===== config.mk =====
export PLATFORM = sky130hd
export DESIGN_NAME = led_pattern_sequencer
export DESIGN_NICKNAME = d
export VERILOG_FILES = /design/src/rtl/lps_pkg.sv /design/src/rtl/btn_edge_sync.sv /design/src/rtl/led_pattern_sequencer.sv
export SDC_FILE = /design/constraint.sdc
export NUM_CORES = 1
export LEC_CHECK = 0
export CAP_MARGIN = 20
export CELL_PAD_IN_SITES_DETAIL_PLACEMENT = 1
export CELL_PAD_IN_SITES_GLOBAL_PLACEMENT = 1
export CORE_MARGIN = 2
export CORE_UTILIZATION = 35
export CTS_CLUSTER_DIAMETER = 100
export CTS_CLUSTER_SIZE = 10
export DETAILED_ROUTE_END_ITERATION = 7
export PLACE_DENSITY_LB_ADDON = 0.05
export SYNTH_ARGS = -nofsm -noshare
export SYNTH_HDL_FRONTEND = slang
export SYNTH_HIERARCHICAL = 1
export SYNTH_SLANG_ARGS = --single-unit
export TNS_END_PERCENT = 10

===== constraint.sdc =====
create_clock -name i_clk -period 1.55 [get_ports i_clk]
set_input_delay 0.31 -clock i_clk [delete_from_list [all_inputs] [get_ports i_clk]]
set_output_delay 0.31 -clock i_clk [all_outputs]
set_load 0.03 [all_outputs]

===== src/rtl/lps_pkg.sv =====
// Shared types, mode encodings and seed helper for the LED pattern sequencer.
package lps_pkg;

    typedef enum logic [1:0] {
        IDLE = 2'd0,
        RUN  = 2'd1,
        HOLD = 2'd2
    } state_e;

    typedef enum logic {
        DIR_LEFT  = 1'b0,
        DIR_RIGHT = 1'b1
    } dir_e;

    localparam logic [1:0] MODE_ROTL = 2'd0;
    localparam logic [1:0] MODE_ROTR = 2'd1;
    localparam logic [1:0] MODE_PING = 2'd2;
    localparam logic [1:0] MODE_FILL = 2'd3;

    // First LED pattern shown for a mode; rotate-right starts from the MSB.
    function automatic logic [31:0] seed(input logic [1:0] mode, input int w);
        logic [31:0] v;
        if (mode == MODE_ROTR) begin
            v = 32'd1 << (w - 32'sd1);
        end else begin
            v = 32'd1;
        end
        return v;
    endfunction

endpackage


===== src/rtl/btn_edge_sync.sv =====
// Synchronises an asynchronous button level and emits a registered one-cycle
// pulse on each rising edge.
module btn_edge_sync #(
    parameter int SYNC_STAGES = 2
) (
    input  logic i_clk,
    input  logic i_rst_n,
    input  logic i_btn,
    output logic o_pulse
);

    logic [SYNC_STAGES-1:0] r_sync;
    logic                   r_prev;
    logic                   r_pulse;

    // Synchroniser chain, previous-level register and registered edge pulse.
    always_ff @(posedge i_clk or negedge i_rst_n) begin
        if (!i_rst_n) begin
            r_sync  <= {SYNC_STAGES{1'b0}};
            r_prev  <= 1'b0;
            r_pulse <= 1'b0;
        end else begin
            r_sync  <= {r_sync[SYNC_STAGES-2:0], i_btn};
            r_prev  <= r_sync[SYNC_STAGES-1];
            r_pulse <= r_sync[SYNC_STAGES-1] & ~r_prev;
        end
    end

    assign o_pulse = r_pulse;

endmodule


===== src/rtl/led_pattern_sequencer.sv =====
// LED chaser: four animated patterns at a selectable speed, with run/pause/clear
// control from two asynchronous buttons.
module led_pattern_sequencer
    import lps_pkg::*;
#(
    parameter int LED_W       = 8,
    parameter int TICK_DIV    = 100_000_000,
    parameter int CNT_W       = 32,
    parameter int SYNC_STAGES = 2
) (
    input  logic             i_clk,
    input  logic             i_rst_n,
    input  logic             i_btn_start,
    input  logic             i_btn_stop,
    input  logic [1:0]       i_mode,
    input  logic [1:0]       i_speed,
    output logic [LED_W-1:0] o_led,
    output logic             o_running
);

    localparam logic [LED_W-1:0] LED_ZERO = {LED_W{1'b0}};
    localparam logic [LED_W-1:0] LED_ONE  = {{(LED_W-1){1'b0}}, 1'b1};
    localparam logic [CNT_W-1:0] CNT_ZERO = {CNT_W{1'b0}};
    localparam logic [CNT_W-1:0] CNT_ONE  = {{(CNT_W-1){1'b0}}, 1'b1};
    localparam logic [CNT_W-1:0] TICK_DIV_C = CNT_W'(TICK_DIV);

    logic [1:0]       r_rst_sync;
    logic             w_rst_n;
    logic             w_start_p;
    logic             w_stop_p;

    state_e           r_state;
    state_e           w_state_nxt;
    logic             r_running;
    logic [LED_W-1:0] r_led;
    logic [LED_W-1:0] w_led_nxt;
    logic [CNT_W-1:0] r_cnt;
    logic [CNT_W-1:0] w_cnt_nxt;
    dir_e             r_dir;
    dir_e             w_dir_nxt;
    logic [1:0]       r_mode_q;
    logic [1:0]       w_mode_q_nxt;

    logic [CNT_W-1:0] w_period;
    logic             w_tick;
    logic [LED_W-1:0] w_seed;
    logic [LED_W-1:0] w_step_led;
    dir_e             w_step_dir;

    function automatic logic is_onehot(input logic [LED_W-1:0] v);
        return (v != LED_ZERO) && ((v & (v - LED_ONE)) == LED_ZERO);
    endfunction

    // Bar-fill values are a contiguous run of ones starting at bit 0.
    function automatic logic is_fill(input logic [LED_W-1:0] v);
        return (v != LED_ZERO) && (((v + LED_ONE) & v) == LED_ZERO);
    endfunction

    // Reset synchroniser: asynchronous assertion, release aligned to the clock.
    always_ff @(posedge i_clk or negedge i_rst_n) begin
        if (!i_rst_n) begin
            r_rst_sync <= 2'b00;
        end else begin
            r_rst_sync <= {r_rst_sync[0], 1'b1};
        end
    end

    assign w_rst_n = r_rst_sync[1];

    btn_edge_sync #(.SYNC_STAGES(SYNC_STAGES)) u_start_sync (
        .i_clk   (i_clk),
        .i_rst_n (w_rst_n),
        .i_btn   (i_btn_start),
        .o_pulse (w_start_p)
    );

    btn_edge_sync #(.SYNC_STAGES(SYNC_STAGES)) u_stop_sync (
        .i_clk   (i_clk),
        .i_rst_n (w_rst_n),
        .i_btn   (i_btn_stop),
        .o_pulse (w_stop_p)
    );

    // >= rather than == lets a mid-period speed-up step immediately.
    assign w_period = TICK_DIV_C >> i_speed;
    assign w_tick   = (r_cnt >= (w_period - CNT_ONE));
    assign w_seed   = LED_W'(seed(i_mode, LED_W));

    // Next pattern for the current mode; unreachable values fall back to the seed.
    always_comb begin
        w_step_led = w_seed;
        w_step_dir = DIR_LEFT;
        case (r_mode_q)
            MODE_ROTL: begin
                if (is_onehot(r_led)) begin
                    w_step_led = {r_led[LED_W-2:0], r_led[LED_W-1]};
                end else begin
                    w_step_led = w_seed;
                end
            end
            MODE_ROTR: begin
                if (is_onehot(r_led)) begin
                    w_step_led = {r_led[0], r_led[LED_W-1:1]};
                end else begin
                    w_step_led = w_seed;
                end
            end
            MODE_PING: begin
                if (!is_onehot(r_led)) begin
                    w_step_led = w_seed;
                    w_step_dir = DIR_LEFT;
                end else if (((r_dir == DIR_LEFT) && r_led[LED_W-1]) ||
                             ((r_dir == DIR_RIGHT) && !r_led[0])) begin
                    w_step_led = r_led >> 1;
                    w_step_dir = DIR_RIGHT;
                end else begin
                    w_step_led = r_led << 1;
                    w_step_dir = DIR_LEFT;
                end
            end
            MODE_FILL: begin
                if (!is_fill(r_led)) begin
                    w_step_led = w_seed;
                end else if (&r_led) begin
                    w_step_led = LED_ONE;
                end else begin
                    w_step_led = {r_led[LED_W-2:0], 1'b1};
                end
            end
            default: begin
                w_step_led = w_seed;
            end
        endcase
    end

    // State transitions and datapath next values; stop wins over start.
    always_comb begin
        w_state_nxt  = r_state;
        w_led_nxt    = r_led;
        w_cnt_nxt    = r_cnt;
        w_dir_nxt    = r_dir;
        w_mode_q_nxt = r_mode_q;
        case (r_state)
            IDLE: begin
                w_mode_q_nxt = i_mode;
                w_led_nxt    = LED_ZERO;
                w_cnt_nxt    = CNT_ZERO;
                w_dir_nxt    = DIR_LEFT;
                if (w_stop_p) begin
                    w_state_nxt = IDLE;
                end else if (w_start_p) begin
                    w_state_nxt = RUN;
                    w_led_nxt   = w_seed;
                end else begin
                    w_state_nxt = IDLE;
                end
            end
            RUN: begin
                if (w_stop_p) begin
                    w_state_nxt = HOLD;
                end else if (i_mode != r_mode_q) begin
                    w_mode_q_nxt = i_mode;
                    w_led_nxt    = w_seed;
                    w_cnt_nxt    = CNT_ZERO;
                    w_dir_nxt    = DIR_LEFT;
                end else if (w_tick) begin
                    w_cnt_nxt = CNT_ZERO;
                    w_led_nxt = w_step_led;
                    w_dir_nxt = w_step_dir;
                end else begin
                    w_cnt_nxt = r_cnt + CNT_ONE;
                end
            end
            HOLD: begin
                // mode_q is left alone here so a mode change reseeds on resume.
                if (w_stop_p) begin
                    w_state_nxt = IDLE;
                    w_led_nxt   = LED_ZERO;
                    w_cnt_nxt   = CNT_ZERO;
                    w_dir_nxt   = DIR_LEFT;
                end else if (w_start_p) begin
                    w_state_nxt = RUN;
                end else begin
                    w_state_nxt = HOLD;
                end
            end
            default: begin
                w_state_nxt = IDLE;
                w_led_nxt   = LED_ZERO;
                w_cnt_nxt   = CNT_ZERO;
                w_dir_nxt   = DIR_LEFT;
            end
        endcase
    end

    // State register and registered running flag.
    always_ff @(posedge i_clk or negedge w_rst_n) begin
        if (!w_rst_n) begin
            r_state   <= IDLE;
            r_running <= 1'b0;
        end else begin
            r_state   <= w_state_nxt;
            r_running <= (w_state_nxt == RUN);
        end
    end

    // Pattern, prescaler, direction and mode-tracking registers.
    always_ff @(posedge i_clk or negedge w_rst_n) begin
        if (!w_rst_n) begin
            r_led    <= LED_ZERO;
            r_cnt    <= CNT_ZERO;
            r_dir    <= DIR_LEFT;
            r_mode_q <= 2'd0;
        end else begin
            r_led    <= w_led_nxt;
            r_cnt    <= w_cnt_nxt;
            r_dir    <= w_dir_nxt;
            r_mode_q <= w_mode_q_nxt;
        end
    end

    assign o_led     = r_led;
    assign o_running = r_running;

endmodule


==> out/metrics.csv <==
stage;metric;value;unit
timing;RSZ-0062 raised after global routing;yes;
yosys;Yosys cell types;67;
yosys;Synth async-reset ratio;1.000;
routing;post-DR wirelength/cell;17.98;um
clock_network;Num CTS Buffers;5;
critical_path;CP delay by family, top;compound AO/OA/AOI/OAI gates;
routing;1st-iter DRT viols;163;
timing;max-slew violations;0;
critical_path;critical path arrival;2.41;ns
routing;DR pass1 iterations;4;
clock_network;Worst-path clk slew;0.08;ns
power_and_ir_drop;PnR Total Power;0.004518;W
run_status;failing checks;setup timing;
timing;period utilization;1.437;
routing;Final Routed Wirelength;13.27;mm
timing;Worst Skew;0.007787;ns
clock_network;Clock Tree Root;clkbuf_16;
power_and_ir_drop;Reg power frac;0.352;
grt;initial antenna violation count;0;
routing;routed vias/inst;5.339;
floorplan;Initial Util;0.3593;
floorplan;chip height;112.3;um
floorplan;Ports;17;
finish;n_diodes;0;
place;GPL Wtd Cong;0.8298;
yosys;Synth top area share;0.3416;
finish;share of cells above drive strength 1;0.4050;
run;max cap viols;0;
critical_path;crit-path cells;ha_4 > nand4_1 > a2111oi_4 > o21ai_2 > a211oi_4 > nor2_4 > mux2_4;
finish;FILL cells;1305;
power_and_ir_drop;cell internal pwr;0.002943;W
finish;Syn-to-layout area delta;44.01;%
clock_network;Sink Count;56;
routing;# DRC;0;
floorplan;Die Wd;112.3;um
finish;final instance area;0.005908;mm^2
yosys;cell area after synthesis;0.004103;mm^2
timing;Tmin final;2.227;ns
grt;largest net degree at the start of global routing;55;
power_and_ir_drop;switching power share of the total;0.3485;
critical_path;CP Launch Type;flop;
min_path;worst hold path type;input pin to asynchronous set/reset pin;
power_and_ir_drop;Clock power frac;0.262;
yosys;register area share after synthesis;0.3416;
finish;Util after Layout;0.5174;
clock_network;TritonCTS clock tree;done;
yosys;synth warn;6;
critical_path;critical path fanouts, max;7;
timing;Final Hold Viols;0;
clock_network;H-tree depth;2;
clock_network;Worst-Skew Late Latency;0.30;ns
floorplan;DIE AREA;0.01260;mm^2
grt;first-pass GRT wire length;21.90;mm
power_and_ir_drop;Comb pwr share;0.386;
floorplan;total core area;0.01142;mm^2
place;Port Buffers;16;
yosys;post-synth top area cell;dfrtp_1;
yosys;synthesized area per cell;9.117;um^2
critical_path;Worst Path Required;1.74;ns
grt;Total Routing Usage GR;0.2158;
yosys;top_reg_cell synth;dfrtp_1;
critical_path;slowest stage delay, CP;0.42;ns
place;Final HPWL DP;10.00;mm
power_and_ir_drop;PwrDens;764.6;mW/mm^2
finish;final net count;628;
critical_path;CP Buf/Inv Count;0;
grt;vias in the first global route;4290;
power_and_ir_drop;leakage power;2.618;nW
critical_path;CP max-delay cell;dfrtp_1;
run_status;outcome;finished with violations;
yosys;Post-synth EDFFs;0;
routing;Vias;3940;
timing;final setup fails;41;
power_and_ir_drop;Net Switching;0.001574;W
critical_path;Worst Setup Path Type;flop to flop;
clock_network;Max Root-Sink Buffers;2;
grt;GRT overflow;0;
place;placed cell count;720;
timing;post-route setup slack;-0.6771;ns
yosys;top cells by area, synth;dfrtp_1, ha_1, nand2_1;
finish;fin cells;738;
timing;f_max;449.0;MHz
critical_path;CP Capture Type;flop;
yosys;post-synthesis cell count;450;
yosys;#FFs+latches synth;56;
power_and_ir_drop;worst vdd ir;0.4724;mV
floorplan;cell row count;39;
routing;Final ANT Viol Nets;0;
place;Placed Instance Area;0.005373;mm^2
## worst reg2reg max path: stages, from the launching register on
cell and delay (ns):
dfrtp_1 0.42, ha_4 0.31, nand4_1 0.15, a2111oi_4 0.39
o21ai_2 0.16, a211oi_4 0.25, nor2_4 0.12, mux2_4 0.31
## placed cells by master, fill, tap and decap left out, drive strengths merged, types with 3 or more instances in the layout
cell / netlist / routed
buf: 10 / 150
dfrtp: 56 / 56
nand2: 45 / 45
a21oi: 38 / 38
nor2: 27 / 27
ha: 26 / 26
nor3: 18 / 18
o21ai: 18 / 18
xnor2: 15 / 15
nand3: 14 / 14
inv: 13 / 14
xor2: 13 / 13
nor2b: 13 / 13
nand4: 10 / 10
a211oi: 10 / 10
nand2b: 9 / 9
mux2: 9 / 9
and4: 8 / 8
and2: 8 / 8
conb: 2 / 7
o211ai: 6 / 6
o31ai: 5 / 5
clkbuf: 14 / 5
clkdlybuf4s50: 0 / 5
nor4: 5 / 5
nor4b: 5 / 5
a31oi: 5 / 5
or3: 4 / 4
a22o: 3 / 3
and3: 3 / 3
a21o: 3 / 3
mux2i: 3 / 3
o211a: 3 / 3
or2: 3 / 3
## through the flow
| stage | hold slack, ns | setup slack, ns | setup TNS (ns) |
|---|---|---|---|
| 6_report | 0.1633 | -0.6771 | -24.96 |
| 4_1_cts | 0.1609 | -0.6778 | -24.04 |
| 5_1_grt | 0.1679 | -0.7580 | -28.55 |
| 3_5_place_dp | 0.2838 | -1.513 | -58.48 |
| 3_3_place_gp | 0.2724 | -1.369 | -54.15 |
| 2_1_floorplan | 0.01441 | -0.7818 | -30.28 |
## layout make-up
type / instances / area [um^2] / area share
Tap cell: 143 / 178.9 / 0.03028
Clock buffer: 5 / 125.1 / 0.02118
Timing Repair Buffer: 156 / 1279 / 0.2164
Multi-Input combinational cell: 362 / 2834 / 0.4797
Sequential cell: 56 / 1408 / 0.2382
Inverter: 13 / 61.31 / 0.01038
Clock inverter: 3 / 22.52 / 0.003812
## kinds of logic (layout without fill, tap and decap cells)
group	count (synthesis)	count (layout)	synth area share
buf+inv	37	177	0.04514
mux	12	12	0.03477
fa+ha+maj	26	26	0.07929
compound gates	109	109	0.1888
xor+xnor	28	28	0.05978
other cells	2	7	0.001831
flops	56	56	0.3416
simple gates	180	180	0.2489
## power groups by stage
| stage | logic (W) | registers [W] | clock network (W) |
|---|---|---|---|
| 2_1_floorplan | 0.000822 | 0.00165 | 0 |
| 3_3_place_gp | 0.00157 | 0.00161 | 0 |
| 3_5_place_dp | 0.00161 | 0.00162 | 0 |
| 4_1_cts | 0.00170 | 0.00159 | 0.00123 |
| 5_1_grt | 0.00189 | 0.00160 | 0.00127 |
| 6_report | 0.00174 | 0.00159 | 0.00118 |
## sequential cells by signal (all words and copies together), names as in the netlist
register,count
r_state,2
r_mode_q,2
u_stop_sync/r_sync,2
u_stop_sync/r_prev,1
u_start_sync/o_pulse,1
o_running,1
u_stop_sync/o_pulse,1
r_rst_sync,2
o_led,8
r_dir,1
u_start_sync/r_sync,2
u_start_sync/r_prev,1
r_cnt,32
## repair_timing
item | in CTS | in global routing
setup buffers | 5 | 4
resized for setup | 59 | 19
cloned | 1 | 0
endpoints found under the setup margin | 43 | 41
pin swaps | 31 | 11
hold buffers | 0 | 0
## cells in the mapped netlist (5+ instances only)
master	count
a21oi_2	10
inv_1	13
o31ai_1	5
nor4b_1	5
o211ai_1	6
nand2b_1	9
nand4_1	10
dfrtp_1	56
and4_1	8
a21oi_1	28
buf_2	6
clkbuf_1	14
nor2_1	25
o21ai_0	17
and2_1	8
nand3_1	13
a211oi_1	9
nor2b_1	11
xnor2_1	15
mux2_2	6
nor3_1	18
xor2_1	13
nand2_1	45
ha_1	26
## final timing paths
| check | from | to | slack (ns) | depth (start not counted) |
|---|---|---|---|---|
| setup / recovery | r_cnt[23] | o_led[5] | -0.68 | 7 |
| hold reg to reg | r_rst_sync[1] | u_start_sync/o_pulse | 0.26 | 1 |
| min in group i_clk | r_rst_sync[0] | r_rst_sync[1] | 0.36 | 0 |
| hold / removal | i_rst_n | r_rst_sync[0] | 0.16 | 1 |
| setup reg to reg | r_cnt[23] | o_led[5] | -0.68 | 7 |
| max in group asynchronous | r_rst_sync[1] | o_led[3] | 1.01 | 1 |
## layer usage
metal | vias to the layer above | routed length (um) | GRT usage
li1 | 1928 | - | -
met3 | 11 | 182 | 0.01944
met5 | - | 0 | 0
met1 | 1974 | 6261 | 0.2881
met2 | 27 | 6663 | 0.3835
met4 | 0 | 159 | 0.04390
No activity file was read; power rests on OpenSTA's default activity.
